## config.mk

```make
export PLATFORM = sky130hd
export DESIGN_NAME = ascon_serial_host_flat
export DESIGN_NICKNAME = d
export VERILOG_FILES = /design/src/rtl/ascon_serial_host_if.sv /design/src/rtl/ascon_serial_host.sv /design/src/flat_wrapper.sv
export SDC_FILE = /design/constraint.sdc
export NUM_CORES = 1
export LEC_CHECK = 0
export ABC_AREA = 0
export BUFFER_PORTS_ARGS = -buffer_cell sky130_fd_sc_hd__buf_2
export CAP_MARGIN = 20
export CORE_MARGIN = 2
export CORE_UTILIZATION = 40
export CTS_CLUSTER_DIAMETER = 200
export CTS_CLUSTER_SIZE = 12
export DETAILED_ROUTE_END_ITERATION = 16
export PLACE_DENSITY = 0.73
export SYNTH_ARGS = -nofsm -noshare
export SYNTH_HDL_FRONTEND = slang
export SYNTH_SLANG_ARGS = --single-unit
```

## constraint.sdc

```tcl
create_clock -name clk -period 15.3 [get_ports clk]
set_input_delay 1.53 -clock clk [delete_from_list [all_inputs] [get_ports clk]]
set_output_delay 1.53 -clock clk [all_outputs]
set_load 0.005 [all_outputs]
```

## src/rtl/ascon_serial_host_if.sv

```systemverilog
// ascon_serial_host_if: job-in / result-out handshake bundle between a bus front end (master) and ascon_serial_host (slave)
interface ascon_serial_host_if #(
  parameter int K = 128,
  parameter int L = 32,
  parameter int Y = 32
);
  logic job_valid, job_ready;
  logic [K-1:0] key_i;
  logic [127:0] nonce_i;
  logic [L-1:0] ad_i;
  logic [Y-1:0] pt_i;
  logic res_valid, res_ready;
  logic [Y-1:0] ct_o;
  logic [127:0] tag_o;
  logic err_o;
  modport master (
    output job_valid, key_i, nonce_i, ad_i, pt_i, res_ready,
    input  job_ready, res_valid, ct_o, tag_o, err_o
  );
  modport slave (
    input  job_valid, key_i, nonce_i, ad_i, pt_i, res_ready,
    output job_ready, res_valid, ct_o, tag_o, err_o
  );
endinterface

```

## src/rtl/ascon_serial_host.sv

```systemverilog
// ascon_serial_host: drives one parallel job MSB-first into the bit-serial Ascon core and collects the LSB-first ct/tag
// Ports: clk, rst (async, active-high); bus = job_valid/job_ready + key/nonce/ad/pt in, res_valid/res_ready + ct/tag/err out;
// core_rst, *xSI lanes (bit0 data share, bits 4:1 random shares), r_*xSI random lanes and starts to the core;
// cipher_textxSO, tagxSO, encryption_readyxSO from the core.
// Define ASCON_SERIAL_HOST_MASK_EN to feed the random shares from a 32-bit Galois LFSR; otherwise they are tied to 0.
module ascon_serial_host #(
  parameter int K = 128,
  parameter int L = 32,
  parameter int Y = 32,
  parameter int TIMEOUT = 4096
) (
  input  logic clk,
  input  logic rst,
  ascon_serial_host_if.slave bus,
  output logic core_rst,
  output logic [4:0] keyxSI,
  output logic [4:0] noncexSI,
  output logic [4:0] associated_dataxSI,
  output logic [4:0] plain_textxSI,
  output logic [13:0] r_64xSI,
  output logic [2:0] r_128xSI,
  output logic [2:0] r_ptxSI,
  output logic encryption_startxSI,
  output logic decryption_startxSI,
  input  logic cipher_textxSO,
  input  logic tagxSO,
  input  logic encryption_readyxSO
);
  localparam int M1 = K > 128 ? K : 128;
  localparam int M2 = L > Y ? L : Y;
  localparam int SLEN = (M1 > M2 ? M1 : M2) + 2;
  localparam int CLEN = Y > 128 ? Y : 128;
  localparam int CW = $clog2(SLEN > TIMEOUT ? SLEN : TIMEOUT) + 1;
  typedef enum logic [2:0] {IDLE, CRST, SHIFT, START, COLLECT, DONE} state_t;
  state_t state, nxt;
  logic [CW-1:0] cnt;
  logic [K-1:0] key_sr;
  logic [127:0] nonce_sr;
  logic [L-1:0] ad_sr;
  logic [Y-1:0] pt_sr, ct_r;
  logic [127:0] tag_r;
  logic err_r, sh;
  logic [31:0] rnd;
  always_ff @(posedge clk or posedge rst)
    if (rst) state <= IDLE;
    else state <= nxt;
  always_comb begin
    nxt = state;
    case (state)
      IDLE:    nxt = bus.job_valid ? CRST : IDLE;
      CRST:    nxt = SHIFT;
      SHIFT:   nxt = cnt == CW'(SLEN - 1) ? START : SHIFT;
      START:   nxt = encryption_readyxSO ? COLLECT : cnt == CW'(TIMEOUT - 1) ? DONE : START;
      COLLECT: nxt = cnt == CW'(CLEN - 1) ? DONE : COLLECT;
      DONE:    nxt = bus.res_ready ? IDLE : DONE;
      default: nxt = IDLE;
    endcase
  end
  // one counter serves as shift beat, watchdog and collect index; it restarts on every state change
  always_ff @(posedge clk or posedge rst)
    if (rst) begin
      cnt <= '0;
      key_sr <= '0;
      nonce_sr <= '0;
      ad_sr <= '0;
      pt_sr <= '0;
      ct_r <= '0;
      tag_r <= '0;
      err_r <= 1'b0;
    end else begin
      cnt <= (state == nxt && state inside {SHIFT, START, COLLECT}) ? cnt + 1'b1 : '0;
      if (state == IDLE && bus.job_valid) begin
        key_sr <= bus.key_i;
        nonce_sr <= bus.nonce_i;
        ad_sr <= bus.ad_i;
        pt_sr <= bus.pt_i;
        ct_r <= '0;
        tag_r <= '0;
        err_r <= 1'b0;
      end
      // zeros shift in behind each field, so beats past its width carry 0
      if (state == SHIFT) begin
        key_sr <= key_sr << 1;
        nonce_sr <= nonce_sr << 1;
        ad_sr <= ad_sr << 1;
        pt_sr <= pt_sr << 1;
      end
      // right shift: after n samples the first serial bit lands in bit 0
      if (state == COLLECT && cnt < CW'(Y)) ct_r <= {cipher_textxSO, ct_r[Y-1:1]};
      if (state == COLLECT && cnt < CW'(128)) tag_r <= {tagxSO, tag_r[127:1]};
      if (state == START && nxt == DONE && !encryption_readyxSO) err_r <= 1'b1;
    end
`ifdef ASCON_SERIAL_HOST_MASK_EN
  localparam logic [31:0] POLY = 32'h8020_0003;
  logic [31:0] lfsr;
  always_ff @(posedge clk or posedge rst)
    if (rst) lfsr <= 32'hACE1_0001;
    else lfsr <= (lfsr >> 1) ^ (lfsr[0] ? POLY : 32'h0);
  assign rnd = state == IDLE ? 32'h0 : lfsr;
`else
  assign rnd = 32'h0;
`endif
  // random taps: key [3:0], nonce [7:4], ad [11:8], pt [15:12], r_64 [29:16], r_128 [31:29], r_pt [18:16]^[31:29]
  assign sh = state == SHIFT;
  assign keyxSI = {rnd[3:0], sh & key_sr[K-1]};
  assign noncexSI = {rnd[7:4], sh & nonce_sr[127]};
  assign associated_dataxSI = {rnd[11:8], sh & ad_sr[L-1]};
  assign plain_textxSI = {rnd[15:12], sh & pt_sr[Y-1]};
  assign r_64xSI = rnd[29:16];
  assign r_128xSI = rnd[31:29];
  assign r_ptxSI = rnd[18:16] ^ rnd[31:29];
  assign core_rst = state == CRST;
  assign encryption_startxSI = state inside {START, COLLECT};
  assign decryption_startxSI = 1'b0;
  assign bus.job_ready = state == IDLE;
  assign bus.res_valid = state == DONE;
  assign bus.ct_o = ct_r;
  assign bus.tag_o = tag_r;
  assign bus.err_o = err_r;
endmodule
```

## src/flat_wrapper.sv

```systemverilog
// flat-port wrapper written by rule: the top's interface ports become plain ports
module ascon_serial_host_flat 
#(
  parameter int K = 128,
  parameter int L = 32,
  parameter int Y = 32,
  parameter int TIMEOUT = 4096
)
  (clk, rst, core_rst, keyxSI, noncexSI, associated_dataxSI, plain_textxSI, r_64xSI, r_128xSI, r_ptxSI, encryption_startxSI, decryption_startxSI, cipher_textxSO, tagxSO, encryption_readyxSO, bus_job_valid, bus_key_i, bus_nonce_i, bus_ad_i, bus_pt_i, bus_res_ready, bus_job_ready, bus_res_valid, bus_ct_o, bus_tag_o, bus_err_o);
  ascon_serial_host_if #(.K(K), .L(L), .Y(Y)) bus_i ();
  input  logic clk;
  input  logic rst;
  output logic core_rst;
  output logic [4:0] keyxSI;
  output logic [4:0] noncexSI;
  output logic [4:0] associated_dataxSI;
  output logic [4:0] plain_textxSI;
  output logic [13:0] r_64xSI;
  output logic [2:0] r_128xSI;
  output logic [2:0] r_ptxSI;
  output logic encryption_startxSI;
  output logic decryption_startxSI;
  input  logic cipher_textxSO;
  input  logic tagxSO;
  input  logic encryption_readyxSO;
  input wire logic [$bits(bus_i.job_valid)-1:0] bus_job_valid;
  input wire logic [$bits(bus_i.key_i)-1:0] bus_key_i;
  input wire logic [$bits(bus_i.nonce_i)-1:0] bus_nonce_i;
  input wire logic [$bits(bus_i.ad_i)-1:0] bus_ad_i;
  input wire logic [$bits(bus_i.pt_i)-1:0] bus_pt_i;
  input wire logic [$bits(bus_i.res_ready)-1:0] bus_res_ready;
  output wire logic [$bits(bus_i.job_ready)-1:0] bus_job_ready;
  output wire logic [$bits(bus_i.res_valid)-1:0] bus_res_valid;
  output wire logic [$bits(bus_i.ct_o)-1:0] bus_ct_o;
  output wire logic [$bits(bus_i.tag_o)-1:0] bus_tag_o;
  output wire logic [$bits(bus_i.err_o)-1:0] bus_err_o;
  assign bus_i.job_valid = bus_job_valid;
  assign bus_i.key_i = bus_key_i;
  assign bus_i.nonce_i = bus_nonce_i;
  assign bus_i.ad_i = bus_ad_i;
  assign bus_i.pt_i = bus_pt_i;
  assign bus_i.res_ready = bus_res_ready;
  assign bus_job_ready = bus_i.job_ready;
  assign bus_res_valid = bus_i.res_valid;
  assign bus_ct_o = bus_i.ct_o;
  assign bus_tag_o = bus_i.tag_o;
  assign bus_err_o = bus_i.err_o;
  ascon_serial_host #(.K(K), .L(L), .Y(Y), .TIMEOUT(TIMEOUT)) u_core (.clk(clk), .rst(rst), .bus(bus_i), .core_rst(core_rst), .keyxSI(keyxSI), .noncexSI(noncexSI), .associated_dataxSI(associated_dataxSI), .plain_textxSI(plain_textxSI), .r_64xSI(r_64xSI), .r_128xSI(r_128xSI), .r_ptxSI(r_ptxSI), .encryption_startxSI(encryption_startxSI), .decryption_startxSI(decryption_startxSI), .cipher_textxSO(cipher_textxSO), .tagxSO(tagxSO), .encryption_readyxSO(encryption_readyxSO));
endmodule
```

==> results of run 1 <==
## flip-flops by register name, summed over array words and instances, names as in the netlist
register,flops
u_core.state,3
u_core.ad_sr,32
u_core.bus.ct_o,32
u_core.bus.err_o,1
u_core.bus.tag_o,128
u_core.pt_sr,32
u_core.cnt,13
u_core.nonce_sr,128
u_core.key_sr,128
## critical path: cells and delay by family
| family | cells | cell delay [ns] |
|---|---|---|
| AOI/OAI and AO/OA | 1 | 0.20 |
| buffers and inverters | 4 | 2.45 |
| and+or+nand+nor | 2 | 0.18 |
## kinds of logic (layout without fill, tap and decap cells)
kind of cell | count (synthesis) | in the layout
AOI/OAI and AO/OA | 372 | 372
xor gates and xnor gates | 11 | 11
adders and majority gates | 1 | 1
buffers and inverters | 241 | 570
DFF | 497 | 497
other | 1 | 43
and+or+nand+nor | 1466 | 1466
## per-stage QoR
stage,hold slack [ns],std cells,util [%]
2_1_floorplan,0.463,2625,-
3_3_place_gp,0.471,3598,45.2
3_5_place_dp,0.483,3598,45.2
4_1_cts,0.484,3649,47.5
5_1_grt,0.516,3655,47.6
6_report,0.481,3656,47.6
## metal layers
metal	vias up	track usage (%)
met5	-	0
met4	6	6.08
li1	9151	-
met1	9083	26.9
met2	529	31.1
met3	93	3.70
## final cells by class
class	count	area, um^2
fillers	5205	28300
inverters	5	22.5
clock buffers	47	1180
well taps	696	871
diodes	6	15.0
clock inverters	4	57.6
multi-input cells	1887	8390
flip-flops and latches	497	12400
repair buffers	514	2700
## synthesized netlist by cell type, types with 2 or more instances
cell type | number | area [um^2]
buf_2 | 29 | 145
clkbuf_2 | 2 | 10.0
nor4_1 | 2 | 12.5
nand2_1 | 968 | 3630
inv_1 | 5 | 18.8
xor2_1 | 2 | 17.5
buf_4 | 41 | 308
nand4_1 | 4 | 25.0
a31oi_1 | 316 | 1980
o21ai_0 | 36 | 180
a21oi_1 | 7 | 35.0
a211oi_1 | 5 | 37.5
nor2_1 | 333 | 1250
dfrtp_1 | 497 | 12400
xnor2_1 | 9 | 78.8
nor3_1 | 7 | 35.0
clkbuf_1 | 123 | 462
and3_1 | 4 | 25.0
buf_6 | 16 | 180
nand3_1 | 132 | 661
or3b_2 | 4 | 35.0
buf_1 | 25 | 93.8
## power by group through the flow
stage / clock (mW) / combinational (mW) / sequential, mW
global route: 1.12 / 2.08 / 2.09
CTS: 1.07 / 1.81 / 2.03
detailed placement: 0 / 1.81 / 2.04
finish: 1.03 / 1.81 / 2.04
global placement: 0 / 1.77 / 2.04
floorplan: 0 / 1.51 / 1.97
## how the worst max path moves through the flow
stage / start / to / slack (ns)
floorplan: rst / u_core.ad_sr[0] / 7.03
global placement: bus_job_valid / u_core.nonce_sr[48] / 10.79
detailed placement: bus_job_valid / u_core.nonce_sr[48] / 10.73
CTS: bus_job_valid / u_core.nonce_sr[48] / 11.39
global route: u_core.state[2] / u_core.bus.ct_o[4] / 11.04
finish: bus_job_valid / u_core.nonce_sr[48] / 11.27
==> flow_summary.json, run 1 <==
{
  "die_x_um": 238,
  "wl_met3_mm": 3.38,
  "overflow": 0,
  "num_vias": 18900,
  "ant_nets": 0,
  "layout_commonest_cell": "nand2_1",
  "synth_area_mm2": 0.0219,
  "synth_top_flop_cell": "dfrtp_1",
  "dieArea_mm2": 0.0566,
  "vias_per_cell": 5.16,
  "design.core.area_mm2": 0.0539,
  "synth_xor_area_share_pct": 0.440,
  "leakage_nw": 13.0,
  "cts_tree": "built",
  "cts_sinks": 497,
  "synthMuxAreaShare_pct": 0,
  "start_kind": "primary input",
  "die_h_um": 238,
  "tightest_slew_ns": 1.19,
  "fin_ws_ns": 11.27,
  "min_path_type": "reg -> reg",
  "ioPinCount": 533,
  "r2r_cells": 7,
  "dp_worst_setup_slack_ns": 10.73,
  "seqPwrFrac_pct": 41.7,
  "max_stage_delay_ns": 0.88,
  "r2r-start": "u_core.state[2]",
  "r2r_slack_ns": 11.35,
  "yosys_warnings": 0,
  "path_cells": "buf_2 -> nand3b_1 -> buf_4 -> buf_4 -> buf_4 -> nand2_1 -> a31oi_1",
  "period_needed_ns": 4.03,
  "status": "complete, no violations",
  "min_period_over_period_pct": 26.4,
  "rsz0062_at_grt": "false",
  "dr.max_layer_used": "met5",
  "crit_required_ns": 15.81,
  "clkPwrFrac_pct": 21.2,
  "num_rows": 85,
  "grt_max_degree": 247,
  "hold_buffers": 0,
  "slew_violations": 0,
  "synthCells": 2589,
  "synth_seq_area_share_pct": 56.8,
  "fmax_mhz": 248,
  "slowest_stage": "buf_4",
  "nNetsFinal": 3280,
  "wirelength_mm": 57.1,
  "holdPathStages": 2,
  "swShare_pct": 39.1,
  "layout-drive-gt1-share_pct": 19.6,
  "antenna_found_initial": 9,
  "synthSimpleGateAreaFrac_pct": 26.5,
  "wire_per_inst_um": 15.6,
  "placed_area_mm2": 0.0244,
  "root_buffer": "clkbuf_16",
  "gp_congestion": 0.846,
  "synth_top_family_by_area": "simple AND/OR/NAND/NOR gates",
  "most-common-layout-cells": "967 x nand2_1, 497 x dfrtp_1, 495 x buf_2",
  "async_flop_share_pct": 100,
  "setup_viol": 0,
  "wl_met1_mm": 25.1,
  "finalSetupTns_ns": 0,
  "yosysUniqueCellTypes": 44,
  "grt_pass1_vias": 17200,
  "drt-initial-drc-count": 1647,
  "maxCapViolCount": 0,
  "hp-start": "u_core.bus.ct_o[7]",
  "p_int_mw": 2.97,
  "r2r-end": "u_core.nonce_sr[48]",
  "clk_pin_slew_ns": 0.07,
  "irDropWorstVdd_mv": 0.202,
  "cts_setup_buffers": 0,
  "numPortBuffers": 495,
  "whs_endpoint": "u_core.bus.ct_o[6]",
  "synth_edf_count": 0,
  "critPathMaxFanout": 100,
  "powerDensity_mw_per_mm2": 190,
  "fin_skew_ns": 0.0217,
  "grt_pass1_wl_mm": 90.5,
  "power_switching_mw": 1.91,
  "cts_resized": 0,
  "wl_met2_mm": 27.3,
  "arrival_ns": 4.54,
  "p_comb_share_pct": 37.1,
  "synthAdderAreaFrac_pct": 0.0572,
  "numCtsBuffers": 47,
  "clockBufferDepth": 3,
  "slew_headroom_pct": 20.8,
  "synth_compound_area_share_pct": 10.6,
  "grt_util_all_layers_pct": 19.5,
  "start_util_pct": 40.6,
  "ys_seq_elements": 497,
  "h-tree-depth": 2,
  "syn2layout_area_growth_pct": 17.3,
  "hpwlAfterDp_mm": 37.5,
  "stdcell_area_mm2": 0.0257,
  "cp_common_cell": "buf_4",
  "drtPass1Iterations": 5,
  "synth_area_per_cell_um2": 8.45,
  "clk_latency_ns": 0.59,
  "crit_type": "in -> reg",
  "power_mw": 4.88,
  "finalHoldViolations": 0,
  "drc": 0,
  "end_kind": "flip-flop"
}
No activity file was read; power rests on OpenSTA's default activity.
==> inputs of run 2 (changes only) <==
- PLACE_DENSITY: 0.73 -> 0.71
- clock period: 15.3 -> 4.1 ns (I/O delays scaled with it)
==> run 2 against run 1 <==
  * Routed wire length rose by 4.2%
  * Critical path depth decreased by 2
  * Critical endpoint is now u_core.bus.tag_o[23]
  * Sequential cell count stayed put
  * Largest power group unchanged
  * First-iteration DRC count is 12% lower
  * Worst setup slack lost 10 ns
  * Clock power rose to 3.8 times the previous value
  * Highest routed layer unchanged
  * Combinational power grew to 3.9 times the previous value
  * Power increased to 3.8 times the previous value
  * Register-to-register slack lost 10 ns
  * Sequential share of layout area down 0.65 points
  * Core utilization is 0.65 points higher
==> flow_summary.json, run 2 (synthesized netlist as in run 1, its figures left out) <==
{
  "finalSetupTns_ns": 0,
  "dpl.cell_count": 3629,
  "fill_cells": 5231,
  "dieArea_mm2": 0.0566,
  "num_vias": 19200,
  "grt_util_all_layers_pct": 20.6,
  "hold_slack_ns": 0.0465,
  "rsz0062_at_grt": "false",
  "seqCellArea_mm2": 0.0124,
  "cts_tree": "built",
  "antenna_found_initial": 11,
  "clk_latency_ns": 0.58,
  "cts_resized": 0,
  "overflow": 0,
  "maxCapViolCount": 0,
  "crit_required_ns": 4.56,
  "slew_headroom_pct": 39.1,
  "clk_pin_slew_ns": 0.06,
  "fmax_mhz": 351,
  "numCtsBuffers": 47,
  "design.core.area_mm2": 0.0539,
  "num_rows": 85,
  "min_period_over_period_pct": 69.4,
  "numPortBuffers": 495,
  "r2r_slack_ns": 1.25,
  "grt_pass1_vias": 17800,
  "end_kind": "flip-flop",
  "period_needed_ns": 2.85,
  "instances_no_fill": 3691,
  "start_util_pct": 40.6,
  "vias_per_cell": 5.20,
  "status": "complete, no violations",
  "grt_pass1_wl_mm": 95.1,
  "drc": 0,
  "start_kind": "flip-flop",
  "min_path_type": "in -> reg",
  "layout_commonest_cell": "nand2_1",
  "crit_type": "reg -> reg",
  "clockBufferDepth": 3,
  "tightest_slew_ns": 0.909,
  "hpwlAfterDp_mm": 40.4,
  "die_x_um": 238,
  "root_buffer": "clkbuf_16",
  "critPathMaxFanout": 81,
  "wire_per_inst_um": 16.1,
  "syn2layout_area_growth_pct": 18.9,
  "h-tree-depth": 2,
  "ant_nets": 0,
  "stdcell_area_mm2": 0.0260,
  "most-common-layout-cells": "967 x nand2_1, 497 x dfrtp_1, 495 x buf_2",
  "ioPinCount": 533,
  "arrival_ns": 3.31,
  "drt-initial-drc-count": 1445,
  "slew_violations": 0,
  "grt_max_degree": 144,
  "setup_viol": 0,
  "postLayoutCoreUtil_pct": 48.3,
  "drtPass1Iterations": 6,
  "cts_sinks": 497,
  "multi_input_area_mm2": 0.00839,
  "gp_congestion": 0.837,
  "placed_area_mm2": 0.0247,
  "layout-drive-gt1-share_pct": 20.5,
  "wirelength_mm": 59.6,
  "powerDensity_mw_per_mm2": 709,
  "irDropWorstVdd_mv": 0.463,
  "nNetsFinal": 3313,
  "hold_buffers": 1,
  "cts_setup_buffers": 0,
  "leakage_nw": 13.2,
  "fin_skew_ns": 0.0252,
  "finalHoldViolations": 0,
  "die_h_um": 238
}
-- run 2: changes by cell type in the layout (fill, tap and decap cells not counted), sizes merged --
cell and delta:
buf +31, clkbuf +1, clkinv +1, diode +2
dlygate4sd3 +2, inv -2
-- run 2: layout make-up --
cell class / count / area share (%)
antenna: 8 / 0.0769
timing repair buffer: 547 / 11.7
clock inverter: 3 / 0.130
tap: 696 / 3.35
inverter: 5 / 0.0866
sequential: 497 / 47.8
multi-input combinational: 1887 / 32.2
clock buffer: 48 / 4.62
-- run 2: per-stage QoR --
stage / setup slack [ns] / power, mW
after floorplan: -3.05 / 13.0
after global placement: 1.34 / 14.4
after detailed placement: 1.30 / 14.7
after CTS: 1.30 / 18.7
after global routing: 1.09 / 20.0
final: 1.25 / 18.4
-- run 2: layer usage --
metal	GRT usage (%)	up-vias	wire length, um
li1	-	9232	-
met4	7.62	6	1820
met5	0	-	37
met1	28.7	9287	26100
met3	3.82	117	3510
met2	32.2	547	28000
-- run 2: critical path, stage by stage (launching register included) --
cell and delay [ns]:
dfrtp_1 0.68, or4b_4 0.60, or3_4 0.71, buf_4 0.45
nand3_1 0.15, nand2_1 0.07
-- run 2: report_power, final --
group	internal, mW	leakage (nW)	total, mW	switching (mW)
Clock	2.07	0.608	3.89	1.82
Sequential	6.65	5.99	7.55	0.893
Combinational	2.48	6.59	7.01	4.53
Total	11.2	13.2	18.4	7.24
-- run 2: final timing paths --
check | start | depth (start not counted) | endpoint
worst max-delay path | u_core.state[2] | 5 | u_core.bus.tag_o[23]
worst min-delay path | tagxSO | 3 | u_core.bus.tag_o[127]
worst max register to register | u_core.state[2] | 5 | u_core.bus.tag_o[23]
worst min register to register | u_core.bus.ct_o[21] | 2 | u_core.bus.ct_o[20]
max in group asynchronous | rst | 5 | u_core.key_sr[11]
min in group asynchronous | rst | 3 | u_core.nonce_sr[70]
==> inputs of run 3 (changes only) <==
- ABC_AREA: 0 -> 1
- clock period: 4.1 -> 2.7 ns (I/O delays scaled with it)
==> run 3 against run 2 <==
  * Clock skew is 0.0039 ns higher
  * Sequential power is 43% higher
  * Power grew 51%
  * Count of clock-buffer cells in the layout decreased by 1
  * Register-to-register slack got worse by 0.78 ns
  * Cell area increased by 10%
  * Synthesized cell count down 11%
  * Via count rose by 4.8%
  * Critical path depth grew 2
  * Sequential share of layout area decreased by 4.5 points
  * Highest routed layer unchanged
==> flow_summary.json, run 3 <==
{
  "crit_family": "simple AND/OR/NAND/NOR gates",
  "synth_commonest_cells": "656 x nor2_1, 567 x nor3_1, 497 x dfrtp_1",
  "start_kind": "flip-flop",
  "postLayoutCoreUtil_pct": 54.4,
  "setup_viol": 0,
  "drt-initial-drc-count": 1689,
  "rsz0062_at_grt": "false",
  "grt_max_degree": 145,
  "min_path_type": "in -> reg",
  "grt_pass1_vias": 20400,
  "grt_pass1_wl_mm": 108,
  "period_needed_ns": 2.55,
  "maxCapViolCount": 0,
  "fin_skew_ns": 0.0291,
  "finalHoldViolations": 0,
  "hpwlAfterDp_mm": 40.1,
  "slew_violations": 0,
  "path_cells": "inv_2 -> nand2_1 -> nor2_4 -> inv_8 -> buf_12 -> nor2_1 -> buf_2",
  "ys_seq_elements": 497,
  "crit_type": "reg -> out",
  "synth_area_per_cell_um2": 9.31,
  "clk_pin_slew_ns": 0.07,
  "arrival_ns": 2.28,
  "synth_area_leader_cell": "dfrtp_1",
  "power_switching_mw": 11.3,
  "ant_nets": 0,
  "powerDensity_mw_per_mm2": 968,
  "cts_resized": 0,
  "numPortBuffers": 495,
  "end_kind": "output port",
  "synthTopCellsByArea": "dfrtp_1 58%, nor3_1 13%, nor2_1 11%, a22o_1 5.2%, nor3_2 2.6%",
  "die_x_um": 236,
  "drc": 0,
  "antenna_found_initial": 10,
  "synth_top_flop_cell": "dfrtp_1",
  "synthCells": 2309,
  "vias_per_cell": 5.40,
  "synth_top_cell_area_share_pct": 57.9,
  "critPathMaxFanout": 142,
  "status": "complete, no violations",
  "yosys_warnings": 0,
  "dp_worst_setup_slack_ns": 0.554,
  "layout_commonest_cell": "nor2_1",
  "overflow": 0,
  "p_comb_share_pct": 39.8,
  "clkPwrFrac_pct": 21.4,
  "grt_util_all_layers_pct": 23.8,
  "die_h_um": 236,
  "root_buffer": "clkbuf_16",
  "synth_edf_count": 0,
  "critPathBufInv": 4,
  "slowest_stage": "dfrtp_1",
  "leakage_nw": 13.0,
  "wirelength_mm": 67.6,
  "gp_congestion": 0.832,
  "fill_cells": 4349,
  "fmax_mhz": 393,
  "crit_required_ns": 2.43,
  "synth.most_common_cell": "nor2_1",
  "hold_slack_ns": 0.0232,
  "cts_tree": "built",
  "seqPwrFrac_pct": 38.8,
  "slew_headroom_pct": 46.5,
  "synth_area_mm2": 0.0215,
  "ioPinCount": 533,
  "p_int_mw": 16.5,
  "start_util_pct": 40.6,
  "syn2layout_area_growth_pct": 33.8,
  "swShare_pct": 40.7,
  "tightest_slew_ns": 0.803,
  "num_rows": 84,
  "layout-drive-gt1-share_pct": 21.7,
  "yosysUniqueCellTypes": 27,
  "synth_seq_area_share_pct": 57.9,
  "most-common-layout-cells": "655 x nor2_1, 567 x nor3_1, 497 x dfrtp_1",
  "clockBufferDepth": 3,
  "cts_sinks": 497,
  "fin_ws_ns": 0.152,
  "wire_per_inst_um": 18.2,
  "irDropWorstVdd_mv": 1.04,
  "design.core.area_mm2": 0.0529,
  "max_stage_delay_ns": 0.43,
  "num_vias": 20100,
  "numCtsBuffers": 47,
  "drtPass1Iterations": 5,
  "dieArea_mm2": 0.0556,
  "h-tree-depth": 2,
  "clk_latency_ns": 0.60,
  "async_flop_share_pct": 100,
  "min_period_over_period_pct": 94.4,
  "nNetsFinal": 3352
}
## run 3: final cells by class
cell class,count,area (um^2),area share (%)
Sequential cell,497,12400,43.3
Multi-Input combinational cell,1570,7820,27.2
Timing Repair Buffer,845,6110,21.3
Clock buffer,47,1180,4.09
Tap cell,688,861,2.99
Inverter,63,255,0.888
Clock inverter,4,78.8,0.274
Antenna cell,6,15.0,0.0522
## run 3: path summary, 6_finish.rpt
kind,startpoint,endpoint,cells after the start,slack (ns)
max,u_core.state[0],keyxSI[0],7,0.15
min,bus_ad_i[11],u_core.ad_sr[11],3,0.02
max reg2reg,u_core.state[0],u_core.key_sr[44],7,0.47
min reg2reg,u_core.cnt[0],u_core.cnt[0],1,0.46
max in group asynchronous,rst,u_core.key_sr[39],4,1.44
min in group asynchronous,rst,u_core.key_sr[116],3,0.28
## run 3: through the flow
| step | instances | cell area [um^2] | TNS, ns | total power, mW |
|---|---|---|---|---|
| finish | 3720 | 28800 | 0 | 27.8 |
| global route | 3719 | 28700 | 0 | 29.6 |
| CTS | 3714 | 28700 | 0 | 27.8 |
| detailed placement | 3360 | 24400 | 0 | 21.4 |
| global placement | 3360 | 24400 | 0 | 21.0 |
| floorplan | 2345 | 21600 | -2143.32 | 19.0 |
## run 3: metal layers
metal	vias up	share of wire [%]	GRT usage (%)
met1	9767	39	28.9
met5	-	0.077	0
li1	9098	-	-
met4	8	4.9	11.7
met2	957	49	39.7
met3	272	7.7	5.98
## run 3: cells by family after synthesis
kind of cell	share of synthesized area, %
flops	57.9
fa+ha+maj	0.0582
other cells	0.0175
xor+xnor	0.367
simple gates	28.5
compound gates	6.71
buf+inv	6.50
## run 3: worst min-delay path, stage by stage
cell,delay (ns)
buf_2,0.08
nor3_1,0.04
nor3_1,0.15
## run 3: repair_timing
action / in CTS / in global routing
buffers inserted: 0 / 0
hold buffers: 303 / 0
hold endpoints to repair: 313 / 0
## run 3: power by group through the flow
stage	combinational [mW]	sequential (mW)	clock (mW)
final	11.1	10.8	5.95
after global routing	12.3	11.0	6.37
after CTS	11.0	10.7	6.08
after detailed placement	10.6	10.8	0
after global placement	10.2	10.8	0
after floorplan	8.40	10.6	0
